--- config.mk ---
export PLATFORM = sky130hd
export DESIGN_NAME = msg_tx_arbiter
export DESIGN_NICKNAME = d
export VERILOG_FILES = /design/src/rtl/msg_tx_arbiter.sv
export SDC_FILE = /design/constraint.sdc
export NUM_CORES = 1
export LEC_CHECK = 0
export BUFFER_PORTS_ARGS = -buffer_cell sky130_fd_sc_hd__buf_4
export CORE_UTILIZATION = 40
export DETAILED_ROUTE_END_ITERATION = 10
export GPL_ROUTABILITY_DRIVEN = 0
export MAX_ROUTING_LAYER = met4
export PLACE_DENSITY = 0.69
export SYNTH_ARGS = -nofsm -noshare
export SYNTH_HDL_FRONTEND = slang
export SYNTH_SLANG_ARGS = --single-unit
--- constraint.sdc ---
create_clock -name clk -period 3.15 [get_ports clk]
set_input_delay 0.315 -clock clk [delete_from_list [all_inputs] [get_ports clk]]
set_output_delay 0.315 -clock clk [all_outputs]
set_load 0.1 [all_outputs]
--- src/rtl/msg_tx_arbiter.sv ---
// Frame-level round-robin arbiter sharing one serial message TX link between NUM_REQ byte sources.
// Grants one source per frame, passes bytes through, enforces an inter-frame gap, aborts stalled or oversized frames.
module msg_tx_arbiter #(
  parameter int NUM_REQ    = 3,
  parameter int GAP_CYCLES = 16,
  parameter int TIMEOUT    = 1024,
  parameter int MAX_BYTES  = 1500
) (
  input  logic                   clk,
  input  logic                   rst,
  input  logic [NUM_REQ-1:0]     req_vld_i,
  input  logic [NUM_REQ*8-1:0]   req_data_i,
  input  logic [NUM_REQ-1:0]     req_last_i,
  output logic [NUM_REQ-1:0]     req_rdy_o,
  output logic                   tx_vld_o,
  output logic [7:0]             tx_data_o,
  output logic                   tx_last_o,
  input  logic                   tx_rdy_i,
  output logic                   tx_abort_o,
  output logic [NUM_REQ-1:0]     grant_o,
  output logic                   busy_o,
  output logic [15:0]            err_cnt_o
);

  localparam int PW = $clog2(NUM_REQ);
  localparam int SW = (TIMEOUT > 1) ? $clog2(TIMEOUT) : 1;
  localparam int GW = (GAP_CYCLES > 1) ? $clog2(GAP_CYCLES) : 1;
  localparam int BW = $clog2(MAX_BYTES + 1);
  localparam logic [SW-1:0] STALL_LOAD = SW'(TIMEOUT - 1);
  localparam logic [GW-1:0] GAP_LOAD   = GW'((GAP_CYCLES > 0) ? GAP_CYCLES - 1 : 0);
  localparam logic [BW-1:0] MAX_B      = BW'(MAX_BYTES);

  typedef enum logic [1:0] {S_IDLE, S_XFER, S_ABORT, S_GAP} state_t;

  state_t          state_q, state_d;
  logic [PW-1:0]   gidx_q, gidx_d;
  logic [PW-1:0]   ptr_q, ptr_d;
  logic [SW-1:0]   stall_q, stall_d;
  logic [GW-1:0]   gap_q, gap_d;
  logic [BW-1:0]   bytes_q, bytes_d;
  logic [15:0]     err_q, err_d;

  logic            pick_vld;
  logic [PW-1:0]   pick_idx;
  logic            g_vld, g_last, beat;
  logic [7:0]      g_data;

  // First requester at or after the rr pointer, wrapping.
  always_comb begin
    pick_vld = 1'b0;
    pick_idx = '0;
    for (int i = 0; i < NUM_REQ; i++) begin
      for (int k = 0; k < NUM_REQ; k++) begin
        if (!pick_vld && req_vld_i[k] && (k == (int'(ptr_q) + i) % NUM_REQ)) begin
          pick_vld = 1'b1;
          pick_idx = PW'(k);
        end
      end
    end
  end

  always_comb begin
    g_vld  = 1'b0;
    g_last = 1'b0;
    g_data = '0;
    for (int k = 0; k < NUM_REQ; k++) begin
      if (gidx_q == PW'(k)) begin
        g_vld  = req_vld_i[k];
        g_last = req_last_i[k];
        g_data = req_data_i[8*k +: 8];
      end
    end
  end

  assign beat = g_vld & tx_rdy_i;

  always_comb begin
    state_d    = state_q;
    gidx_d     = gidx_q;
    ptr_d      = ptr_q;
    stall_d    = stall_q;
    gap_d      = gap_q;
    bytes_d    = bytes_q;
    err_d      = err_q;
    req_rdy_o  = '0;
    tx_vld_o   = 1'b0;
    tx_data_o  = '0;
    tx_last_o  = 1'b0;
    tx_abort_o = 1'b0;
    grant_o    = '0;
    busy_o     = 1'b0;
    case (state_q)
      S_IDLE: begin
        if (pick_vld) begin
          gidx_d  = pick_idx;
          ptr_d   = (pick_idx == PW'(NUM_REQ - 1)) ? '0 : pick_idx + 1'b1;
          stall_d = STALL_LOAD;
          bytes_d = '0;
          state_d = S_XFER;
        end
      end
      S_XFER: begin
        busy_o    = 1'b1;
        tx_vld_o  = g_vld;
        tx_data_o = g_data;
        tx_last_o = g_last;
        for (int k = 0; k < NUM_REQ; k++) begin
          if (gidx_q == PW'(k)) begin
            grant_o[k]   = 1'b1;
            req_rdy_o[k] = tx_rdy_i;
          end
        end
        // Backpressure with valid high reloads the stall timer, so it never counts.
        stall_d = g_vld ? STALL_LOAD : stall_q - 1'b1;
        if (beat) bytes_d = bytes_q + 1'b1;
        if (beat && g_last) begin
          state_d = (GAP_CYCLES == 0) ? S_IDLE : S_GAP;
          gap_d   = GAP_LOAD;
        end else if ((!g_vld && stall_q == '0) || (beat && (bytes_q + 1'b1) == MAX_B)) begin
          state_d = S_ABORT;
          if (err_q != 16'hFFFF) err_d = err_q + 1'b1;
        end
      end
      S_ABORT: begin
        busy_o     = 1'b1;
        tx_abort_o = 1'b1;
        state_d    = (GAP_CYCLES == 0) ? S_IDLE : S_GAP;
        gap_d      = GAP_LOAD;
      end
      S_GAP: begin
        busy_o = 1'b1;
        if (gap_q == '0) state_d = S_IDLE;
        else             gap_d   = gap_q - 1'b1;
      end
      default: state_d = S_IDLE;
    endcase
  end

  assign err_cnt_o = err_q;

  always_ff @(posedge clk) begin
    if (rst) begin
      state_q <= S_IDLE;
      gidx_q  <= '0;
      ptr_q   <= '0;
      stall_q <= '0;
      gap_q   <= '0;
      bytes_q <= '0;
      err_q   <= '0;
    end else begin
      state_q <= state_d;
      gidx_q  <= gidx_d;
      ptr_q   <= ptr_d;
      stall_q <= stall_d;
      gap_q   <= gap_d;
      bytes_q <= bytes_d;
      err_q   <= err_d;
    end
  end

endmodule

# ---- Yosys cells after proc, flatten, opt, wreduce, memory -nomap -nowiden
# Cells that the tools add are included.
# W data, S select, Z words.
dict set report op_classes {
  addsub 7
  div_mod_pow 3
  n_eq_ne 20
  mux 54
  bitwise 2
  n_reduce_logical 46
}
# operator n
set op_table {}
lappend op_table {{$eq A2 B32 Y1 const A} 3}
lappend op_table {{$eq A3 B32 Y1 const A} 3}
lappend op_table {{$logic_not A32 Y1} 3}
lappend op_table {{$mod A32 B3 Y32 const B} 2}
lappend op_table {{$mod A3 B3 Y32 const B} 1}
lappend op_table {{$mux W8} 4}
lappend op_table {{$mux W1} 26}
lappend op_table {{$mux W2} 12}
lappend op_table {{$mux W11} 2}
lappend op_table {{$pmux W11 S2} 1}
lappend op_table {{$logic_and A1 B1 Y1} 20}
lappend op_table {{$mux W10} 2}
lappend op_table {{$pmux W10 S2} 1}
lappend op_table {{$add A16 B1 Y16 const B} 1}
lappend op_table {{$ne A16 B16 Y1 const B} 1}
lappend op_table {{$pmux W4 S3} 1}
lappend op_table {{$add A11 B1 Y11 const B} 1}
lappend op_table {{$eq A11 B11 Y1 const B} 1}
lappend op_table {{$logic_not A10 Y1} 1}
lappend op_table {{$ne A2 B2 Y1 const B} 5}
lappend op_table {{$sub A10 B1 Y10 const B} 1}
lappend op_table {{$logic_not A1 Y1} 9}
lappend op_table {{$reduce_and A3 Y1} 3}
lappend op_table {{$eq A2 B2 Y1 const B} 4}
lappend op_table {{19 further kinds} 24}
dict set report word_totals {
  regBits 47
  inputBits 33
  output_inout_bits 34
  word_cells 139
}

# ---- Longest topological paths before layout
# Gate-level depths: netlist of run 1.
dict set report logic_depth {
  word_depth 38
  depth_mapped 11
  mapped_depth_nobuf 9
}

# ---- Worst setup path after synthesis of run 1
# OpenSTA, ideal clock, no wires.
dict set report synth_path {
  path_kind {register -> output}
  startpoint {reg state_q[1]}
  endpoint {out req_rdy_o[0]}
  arrival_ns 3.813
  required_ns 2.835
  slack_ns -0.978
  path_stages_with_launch 6
  n_path_buf 0
  path_cell_list {dfxtp_1 > inv_1 > ha_1 > inv_1 > nor3_1 > and2_1}
}
dict set report synth_via {
  elab_chain_len 2
}
# item line
set synth_lines {}
lappend synth_lines {{from (decl)} 35} ;# state_t state_q, state_d;
lappend synth_lines {{from (signal assigned)} 151} ;# state_q <= state_d;
lappend synth_lines {{$eq A2 B1 Y1} 92} ;# case (state_q)
lappend synth_lines {{$mux W3} 92}
lappend synth_lines {{to (decl)} 14} ;# output logic [NUM_REQ-1:0] req_rdy_o,
# No other way between the ends.

# ---- Final worst setup path of run 1
dict set report layout_path {
  startpoint {reg bytes_q[0]}
  endpoint {reg state_q[0]}
}
dict set report layout_via {
  elab_chain_len 6
}
# item line
set layout_lines {}
lappend layout_lines {{from (decl)} 40} ;# logic [BW-1:0] bytes_q, bytes_d;
lappend layout_lines {{from (signal assigned)} 156} ;# bytes_q <= bytes_d;
lappend layout_lines {{$add A11 B1 Y11} 119} ;# end else if ((!g_vld && stall_q == '0) || (beat && (bytes_q + 1'b1) == MAX_B)) begin
lappend layout_lines {{$eq A11 B11 Y1} 119}
lappend layout_lines {{$logic_and A1 B1 Y1} 119}
lappend layout_lines {{$logic_or A1 B1 Y1} 119}
lappend layout_lines {{$ne A3 B3 Y1 (no source line)} -}
lappend layout_lines {{$reduce_and A3 Y1 (no source line)} -}
# No other way between the ends.
# A chain may end at the register's enable or synchronous reset.

==> impl_metrics.toml, run 1 <==
[outcome]
run_status = "finished, final reports clean"

[routing]
drtPass1Iterations = 4
post_drt_wl_per_cell_um = 13.17
dr.first_iter.drc_count = 154
route.detailed.drc = 0
final_routed_wirelength_across_all_metal_layers_mm = 7.189
dr_total_vias = 2982
route.detailed.vias_per_inst = 5.462
route.antenna.remaining_nets = 0

[power]
clock_power_share_pct = 12.6
combPwrFrac_pct = 58.9
switching_portion_of_total_power_pct = 50.82
ir_drop_mv = 0.4115
total_power_w = 0.002936
power.leakage_nw = 1.521
internal_power_w = 0.001444
p_switching_w = 0.001492
power-per-cell-area_nw_per_um2 = 799.3
power.sequential.fraction_pct = 28.4

[clocking]
post_cts_resized = 0
tritoncts = "done"
cts_buffers = 5
h-tree-depth = 2
post_cts_hold_buffer_count = 0
cts_root_buffer = "clkbuf_8"
postCtsSetupRepairBufs = 0
clk_path_buf_depth = 2
clock_insertion_delay_worst_skew_ps = 300
clkTransAtPathRegs_ps = 100
clock_sink_count = 47

[critical_path]
cp_cell_sequence = "ha_1 -> and3_1 -> xor2_1 -> a31oi_1 -> o41ai_4 -> o211ai_1 -> a2111oi_0 -> a211oi_1"
timing.reg2reg.setup_slack_ps = 290
critPathSlowestCell = "o41ai_4"
crit_path_start_kind = "flop"
worst-path-max-fanout = 10
setup.worst_path.end_class = "flop"
timing.critical_path.required_ps = 3320
arrival_ps = 3030
timing.critical_path.slowest_cell_delay_ps = 700
critPathKind = "reg2reg"

[synthesis]
synth_nets = 430
synth_top_family_by_area = "simple AND/OR/NAND/NOR gates"
post_synth_adder_cell_area_pct = 5.057
synth_area_in_simple_gates_pct = 27.14
seq_area_frac_synth_pct = 31.69
syn-instance-count = 385
netlist_cell_types = 51
area_share_of_xor_xnor_cells_in_the_synthesized_design_pct = 3.540
dominantRegCellSynth = "dfxtp_1"
synth_mux_area_share_pct = 5.141
synthArstFlopShare_pct = 0
yosysWarnings = 0
postSynthAreaPerCell_um2 = 7.712
synth-compound-area-share_pct = 22.08
post_synthesis_instance_area_um2 = 2969
post_synthesis_register_bit_count = 47
synth_enable_flop_cells = 0

[grt]
grt_antenna_before_repair = 0
maximum_number_of_pins_on_one_net_before_global_route_repair = 52
grt.total_usage_pct = 19.97
aggregate_global_routing_overflow = 0
first_global_vias = 2656
grt_pass1_wl_mm = 12.13

[floorplanning]
floorplan.die.height_um = 88.16
fp.dieW_um = 88.16
core_area_um2 = 7214
initial_utilization_pct = 41.16
fp-row-count = 31
boundaryPins = 67
dieArea_um2 = 7771

[placed_design]
dpl_worst_slack_ps = 237.1
io_buffer_count = 66
place.detailed.hpwl_mm = 5.234

[sta]
finClkSkew_ps = 10.56
final_critical_path_setup_slack_ps = 285.8
post-route-period-util_pct = 90.93
setup_viol = 0
slew_limit_headroom_pct = 54.64
max_slew.worst_pin.slew_ps = 678.0
hold-worst-slack_ps = 383.0
max_slew_violation_total_from_the_final_report = 0
unrepaired_setup_endpoints_after_global_routing = "no"
achievable-frequency_ghz = 0.3491
timing.final.hold_violations = 0
post-route-min-period_ps = 2864

[final_layout]
fill_cells = 738
layout-area-overhead-vs-synth_pct = 23.73
layout.nets = 491
post_route_cells_drive_above_1_share_pct = 21.03
diodes = 0

[job]
drv_cap = 0

[worst_hold_path]
timing.hold.worst.class = "in2reg"
## power by group through the flow
| stage | clock, W | sequential, W | combinational (W) |
|---|---|---|---|
| 6_report | 0.000371 | 0.000835 | 0.00173 |
| 5_1_grt | 0.000420 | 0.000855 | 0.00189 |
| 4_1_cts | 0.000388 | 0.000832 | 0.00173 |
| 3_5_place_dp | 0 | 0.000846 | 0.00172 |
| 3_3_place_gp | 0 | 0.000840 | 0.00170 |
| 2_1_floorplan | 0 | 0.000809 | 0.00134 |
## registers in the layout, indices dropped and copies added (netlist names)
signal / count
gidx_q: 2
ptr_q: 2
gap_q: 4
state_q: 2
stall_q: 10
err_cnt_o: 16
bytes_q: 11
## metrics by stage
stage / setup TNS, ps / area [um2] / utilization, % / std cells
after floorplan: -44.67 / 2979 / - / 385
after global placement: 0 / 3582 / 49.65 / 538
after detailed placement: 0 / 3582 / 49.65 / 538
after CTS: 0 / 3674 / 50.92 / 546
after global routing: 0 / 3674 / 50.92 / 546
final: 0 / 3674 / 50.92 / 546
## cell usage in the layout (no fill, tap or decap), types with 3 or more instances in the layout
cell type	instances
ha_1	12
a22oi_1	3
or3_1	6
a21oi_1	32
nor3_1	11
and2_1	6
a31oi_1	5
and3_1	10
a21o_1	3
o31ai_1	6
inv_1	18
xnor2_1	3
a211o_1	4
dfxtp_1	47
or4_1	4
nand4_1	7
nor2_1	60
nand2_1	24
clkbuf_8	5
nand2b_1	3
a211oi_1	8
nand3_1	13
a311oi_1	10
mux2i_1	13
buf_4	76
o21ai_0	14
xor2_1	9
nor2b_1	5
## per-layer routing
| layer | global-route usage, % | part of all wire, % |
|---|---|---|
| met1 | 24.54 | 47 |
| met5 | - | 0 |
| met4 | 5.279 | 0.64 |
| met2 | 33.97 | 50 |
| met3 | 3.205 | 2.3 |
## cell usage after synthesis (3+ instances only)
cell	instances	area, um2
and2_1	6	37.54
xor2_1	9	78.83
nor2_1	60	225.2
or3_1	6	37.54
dfxtp_1	47	940.9
clkbuf_1	17	63.81
a211oi_1	8	60.06
ha_1	12	150.1
a21oi_1	32	160.2
nand4_1	7	43.79
xnor2_1	3	26.28
nand2b_1	3	18.77
nor3_1	13	65.06
nand2_1	24	90.09
o31ai_1	6	45.04
inv_1	18	67.56
or4_1	4	30.03
nor2b_1	5	31.28
and3_1	10	62.56
mux2i_1	13	130.1
a311oi_1	10	87.58
a31oi_1	5	31.28
a22oi_1	3	22.52
nand3_1	13	65.06
o21ai_0	14	70.07
buf_1	3	11.26
a211o_1	4	35.03
a21o_1	3	22.52
## worst paths after layout
kind / cells after the start / to / from
max reg2reg: 8 / state_q[0] / bytes_q[0]
min reg2reg: 2 / ptr_q[1] / ptr_q[1]
max: 8 / state_q[0] / bytes_q[0]
min: 4 / ptr_q[0] / req_vld_i[1]
## logic make-up after synthesis
group | Yosys count
AND/OR/NAND/NOR | 162
AO/OA/AOI/OAI | 97
flip-flops | 47
buffers and inverters | 40
multiplexers | 15
XOR/XNOR | 12
adder cells (fa/ha/maj) | 12
## layout make-up
cell class	count	area (um2)	share of cell area, %
inverter	18	67.56	1.839
multi-input combinational	298	1879	51.16
timing repair buffer	76	570.5	15.53
clock inverter	3	22.52	0.6131
tap	99	123.9	3.372
clock buffer	5	68.82	1.873
sequential	47	940.9	25.61
## critical path: cells and delay by family (launching register included)
family | cells | cell delay, ps
AND/OR/NAND/NOR | 1 | 280
adder cells (fa/ha/maj) | 1 | 230
XOR/XNOR | 1 | 160
flip-flops | 1 | 460
AO/OA/AOI/OAI | 5 | 1590
(Power assumes the default switching activity.)
==> run 2, diff against run 1 <==
Settings changed: CORE_UTILIZATION 40 to 35, PLACE_DENSITY 0.69 to 0.63.
==> run 2 against run 1 <==
Net effect: die area up 14%; count of clock-buffer cells in the layout unchanged; clock skew down 2.3 ps; critical path depth unchanged; via count down 2.9%; combinational power about the same; power up 3.0%; setup slack better by 130 ps.
==> impl_metrics.toml, run 2 (synthesis gave the netlist of run 1 again) <==
[final_layout]
fill_cells = 822
largest_reg_flops = 16
most_used_cells_in_the_layout_excluding_fill_and_tap_cells = "78 x buf_4, 60 x nor2_1, 47 x dfxtp_1, 32 x a21oi_1, 24 x nand2_1"
layout-area-overhead-vs-synth_pct = 25.20
post_route_cells_drive_above_1_share_pct = 21.38
leading_cell_type_in_the_layout_fill_and_taps_excluded = "buf_4"
diodes = 0
layout.nets = 493

[clocking]
clock_sink_count = 47
post_cts_resized = 0
cts_root_buffer = "clkbuf_8"
post_cts_hold_buffer_count = 0
clock_insertion_delay_worst_skew_ps = 300
cts_buffers = 5
tritoncts = "done"
clkTransAtPathRegs_ps = 100
postCtsSetupRepairBufs = 0
clk_path_buf_depth = 2
h-tree-depth = 2

[routing]
final_routed_wirelength_across_all_metal_layers_mm = 7.397
drtPass1Iterations = 4
post_drt_wl_per_cell_um = 13.35
route.antenna.remaining_nets = 0
route.detailed.drc = 0
dr_total_vias = 2895
dr.first_iter.drc_count = 161
route.detailed.vias_per_inst = 5.226

[sta]
post-route-period-util_pct = 86.80
post-route-min-period_ps = 2734
setup_viol = 0
achievable-frequency_ghz = 0.3657
finClkSkew_ps = 8.275
max_slew_violation_total_from_the_final_report = 0
unrepaired_setup_endpoints_after_global_routing = "no"
setup_tns_ps = 0
hold-worst-slack_ps = 369.0
slew_limit_headroom_pct = 63.77
max_slew.worst_pin.slew_ps = 543.5
timing.final.hold_violations = 0

[critical_path]
worst-path-max-fanout = 8
critPathKind = "reg2reg"
setup.worst_path.end_class = "flop"
crit_path_start_kind = "flop"
arrival_ps = 2910
timing.critical_path.required_ps = 3330

[floorplanning]
fp.dieW_um = 94.11
initial_utilization_pct = 36.14
floorplan.die.height_um = 94.11
dieArea_um2 = 8856
boundaryPins = 67
core_area_um2 = 8217
fp-row-count = 33

[grt]
grt.total_usage_pct = 17.75
aggregate_global_routing_overflow = 0
grt_pass1_wl_mm = 12.58
maximum_number_of_pins_on_one_net_before_global_route_repair = 52
grt_antenna_before_repair = 0
first_global_vias = 2733

[power]
ir_drop_mv = 0.3781
power-per-cell-area_nw_per_um2 = 813.8
power.leakage_nw = 1.541

[placed_design]
io_buffer_count = 66
place.detailed.hpwl_mm = 5.258

[outcome]
run_status = "finished, final reports clean"

[job]
drv_cap = 0

[worst_hold_path]
timing.hold.worst.class = "in2reg"
## run 2: cell count changes in the layout (fill, tap and decap cells not counted), sizes merged
cell / delta
bufinv: +1
buf: +2
inv: -1
## run 2: path summary, 6_finish.rpt
kind	from	endpoint	slack (ps)	cells past startpoint
worst min-delay path	req_vld_i[1]	ptr_q[0]	370	4
worst min register to register	ptr_q[1]	ptr_q[1]	490	2
worst max-delay path	bytes_q[0]	state_q[0]	420	8
worst max register to register	bytes_q[0]	state_q[0]	420	8
## run 2: stage by stage
stage | cells | utilization, % | setup WS, ps | power [W] | instance area [um2]
final | 554 | 45.24 | 415.7 | 0.003025 | 3717
after global routing | 554 | 45.24 | 211.4 | 0.003230 | 3717
after CTS | 554 | 45.24 | 414.2 | 0.003039 | 3717
after detailed placement | 546 | 43.87 | 419.0 | 0.002582 | 3605
after global placement | 546 | 43.87 | 513.9 | 0.002561 | 3605
after floorplan | 385 | - | -44.67 | 0.002147 | 2979
## run 2: critical path, cell delays in order (launching register included)
cell       delay [ps]
dfxtp_1           460
ha_1              220
and3_1            280
xnor2_1            90
a211o_1           300
o41ai_4           530
o211ai_1          210
a2111oi_0         430
a211oi_1           80
## run 2: routing by layer
layer  global-route usage (%)  vias up  routed length (um)
met5                        -        -                   0
met2                    29.01       37                3556
met4                    4.103        0                  45
li1                         -     1505                   -
met3                    2.751        7                 173
met1                    22.97     1346                3621
## run 2: area by class of cell
cell class / count / area (um2) / share of cell area (%)
Multi-Input combinational cell: 298 / 1879 / 50.56
Timing Repair Buffer: 78 / 585.6 / 15.75
Inverter: 18 / 67.56 / 1.818
Clock inverter: 3 / 43.79 / 1.178
Tap cell: 105 / 131.4 / 3.534
Sequential cell: 47 / 940.9 / 25.31
Clock buffer: 5 / 68.82 / 1.851
## run 2: power by group
group | internal, W | switching [W]
Sequential | 0.000712 | 0.000111
Combinational | 0.000578 | 0.00117
Clock | 0.000237 | 0.000221
==> run 3, diff against run 2 <==
Settings changed: PLACE_DENSITY 0.63 to 0.65.
Clock period 3.15 ns to 2.5 ns, I/O delays scaled along.
==> run 3 against run 2 <==
Net effect: final cell count up 2.2%; count of clock-buffer cells in the layout rose by 3; register-to-register slack worse by 360 ps; via count rose by 6.1%; maximum frequency rose by 12%; core utilization is 1.7 points higher; die area is the same; global-route usage up 0.34 points; power grew 25%; first-iteration DRC count is 9.9% higher; sequential share of layout area shrank 0.076 points; setup slack worse by 360 ps; critical path type unchanged; largest cell class unchanged.
==> impl_metrics.toml, run 3 (synthesis gave the netlist of run 1 again) <==
[final_layout]
stdcell_count = 566
post_route_cells_drive_above_1_share_pct = 28.42
diodes = 0
layout-area-overhead-vs-synth_pct = 29.92
postLayoutCoreUtil_pct = 46.95
leading_cell_type_in_the_layout_fill_and_taps_excluded = "buf_4"
fill_cells = 809
layout.nets = 505
most_used_cells_in_the_layout_excluding_fill_and_tap_cells = "89 x buf_4, 51 x nor2_1, 35 x dfxtp_1, 32 x a21oi_1, 24 x nand2_1"
largest_reg_flops = 16

[placed_design]
io_buffer_count = 66
placed_instance_count = 554
place.detailed.hpwl_mm = 5.393

[worst_hold_path]
timing.hold.worst.class = "in2reg"
worstHoldPathCells = 4

[critical_path]
timing.reg2reg.worst_path_depth = 8
worstReg2RegEnd = "err_cnt_o[14]"
setup.worst_path.end_class = "flop"
timing.reg2reg.setup_slack_ps = 60
arrival_ps = 2680
timing.critical_path.required_ps = 2740
worstReg2RegStart = "bytes_q[2]"
crit_path_start_kind = "flop"
cp-startpoint = "bytes_q[2]"
worstSetupEndpoint = "err_cnt_o[14]"
critPathKind = "reg2reg"
worst-path-max-fanout = 7

[routing]
route.detailed.drc = 0
post_drt_wl_per_cell_um = 13.32
route.detailed.vias_per_inst = 5.426
drtPass1Iterations = 5
dr.first_iter.drc_count = 177
route.antenna.remaining_nets = 0
dr_total_vias = 3071
final_routed_wirelength_across_all_metal_layers_mm = 7.541

[grt]
grt.total_usage_pct = 18.09
met2_usage_pct = 32.00
grt-busiest-layer = "met2"
met3_routing_resource_usage_after_global_routing_pct = 3.560
aggregate_global_routing_overflow = 0
first_global_vias = 2861
maximum_number_of_pins_on_one_net_before_global_route_repair = 52
grt_antenna_before_repair = 0
grt_pass1_wl_mm = 12.60
grt_use_met1_pct = 20.67

[sta]
setup_viol = 0
achievable-frequency_ghz = 0.4099
unrepaired_setup_endpoints_after_global_routing = "yes"
timing.final.hold_violations = 0
slew_limit_headroom_pct = 46.96
setup_tns_ps = 0
hold-worst-slack_ps = 324.8
max_slew_violation_total_from_the_final_report = 0
post-route-min-period_ps = 2439
post-route-period-util_pct = 97.58
max_slew.worst_pin.slew_ps = 790.2
finClkSkew_ps = 4.638

[floorplanning]
dieArea_um2 = 8856
core_area_um2 = 8217
fp-row-count = 33
boundaryPins = 67
initial_utilization_pct = 36.14
fp.dieW_um = 94.11
floorplan.die.height_um = 94.11

[clocking]
h-tree-depth = 2
tritoncts = "done"
clkTransAtPathRegs_ps = 80
clk_path_buf_depth = 2
cts_buffers = 5
clock_sink_count = 47
cts_root_buffer = "clkbuf_8"
clock_insertion_delay_worst_skew_ps = 300

[outcome]
run_status = "finished, final reports clean"

[power]
power.leakage_nw = 1.592
power-per-cell-area_nw_per_um2 = 983.6
ir_drop_mv = 0.3396

[job]
drv_cap = 0
==> run 3: routing by layer <==
metal / part of all wire (%) / up-vias
met5: 0 / -
met4: 0.78 / 0
met3: 5.0 / 5
met2: 49 / 86
met1: 46 / 1446
li1: - / 1534
==> run 3: worst min-delay path by stage <==
stage                  from            end
3_3_place_gp       ptr_q[1]       ptr_q[1]
2_1_floorplan           rst  err_cnt_o[14]
5_1_grt        req_vld_i[1]      gidx_q[1]
3_5_place_dp     stall_q[5]     stall_q[5]
6_report       req_vld_i[1]       ptr_q[0]
4_1_cts        req_vld_i[1]       ptr_q[0]
==> run 3: power by group <==
group          leakage (nW)  switching [W]  internal (W)
Sequential            0.392       0.000134      0.000892
Combinational          1.16        0.00153      0.000790
Clock                0.0395       0.000245      0.000199
Total                  1.59        0.00191       0.00188
==> run 3: worst max-delay path, stage by stage, from the launching register on <==
cell     delay [ps]
dfxtp_4         370
and4_4          210
a211o_1         290
a211o_1         290
o41ai_4         390
buf_6           170
nand2_2          80
or4_1           500
nand2_1          80
==> run 3: final cells by class <==
cell class	instances	area, um2	share of cell area (%)
repair buffers	90	679.4	17.61
flip-flops and latches	47	973.4	25.24
inverters	18	67.56	1.752
clock buffers	8	80.08	2.076
multi-input cells	298	1926	49.92
well taps	105	131.4	3.406
==> run 3: what timing repair did <==
item | CTS | global route
setup buffers | 0 | 4
hold buffers | 0 | 0
endpoints found under the hold margin | 0 | 0
setup endpoints to repair | 6 | 19
resized for setup | 2 | 11
pin swaps | 0 | 4
==> run 3: stage by stage <==
step	power, W	instance area (um2)	worst slack [ps]
floorplan	0.002728	3028	-629.7
finish	0.003794	3857	60.61
global placement	0.003275	3711	39.69
detailed placement	0.003312	3711	-40.36
global route	0.004093	3857	-17.12
CTS	0.003761	3796	1.525
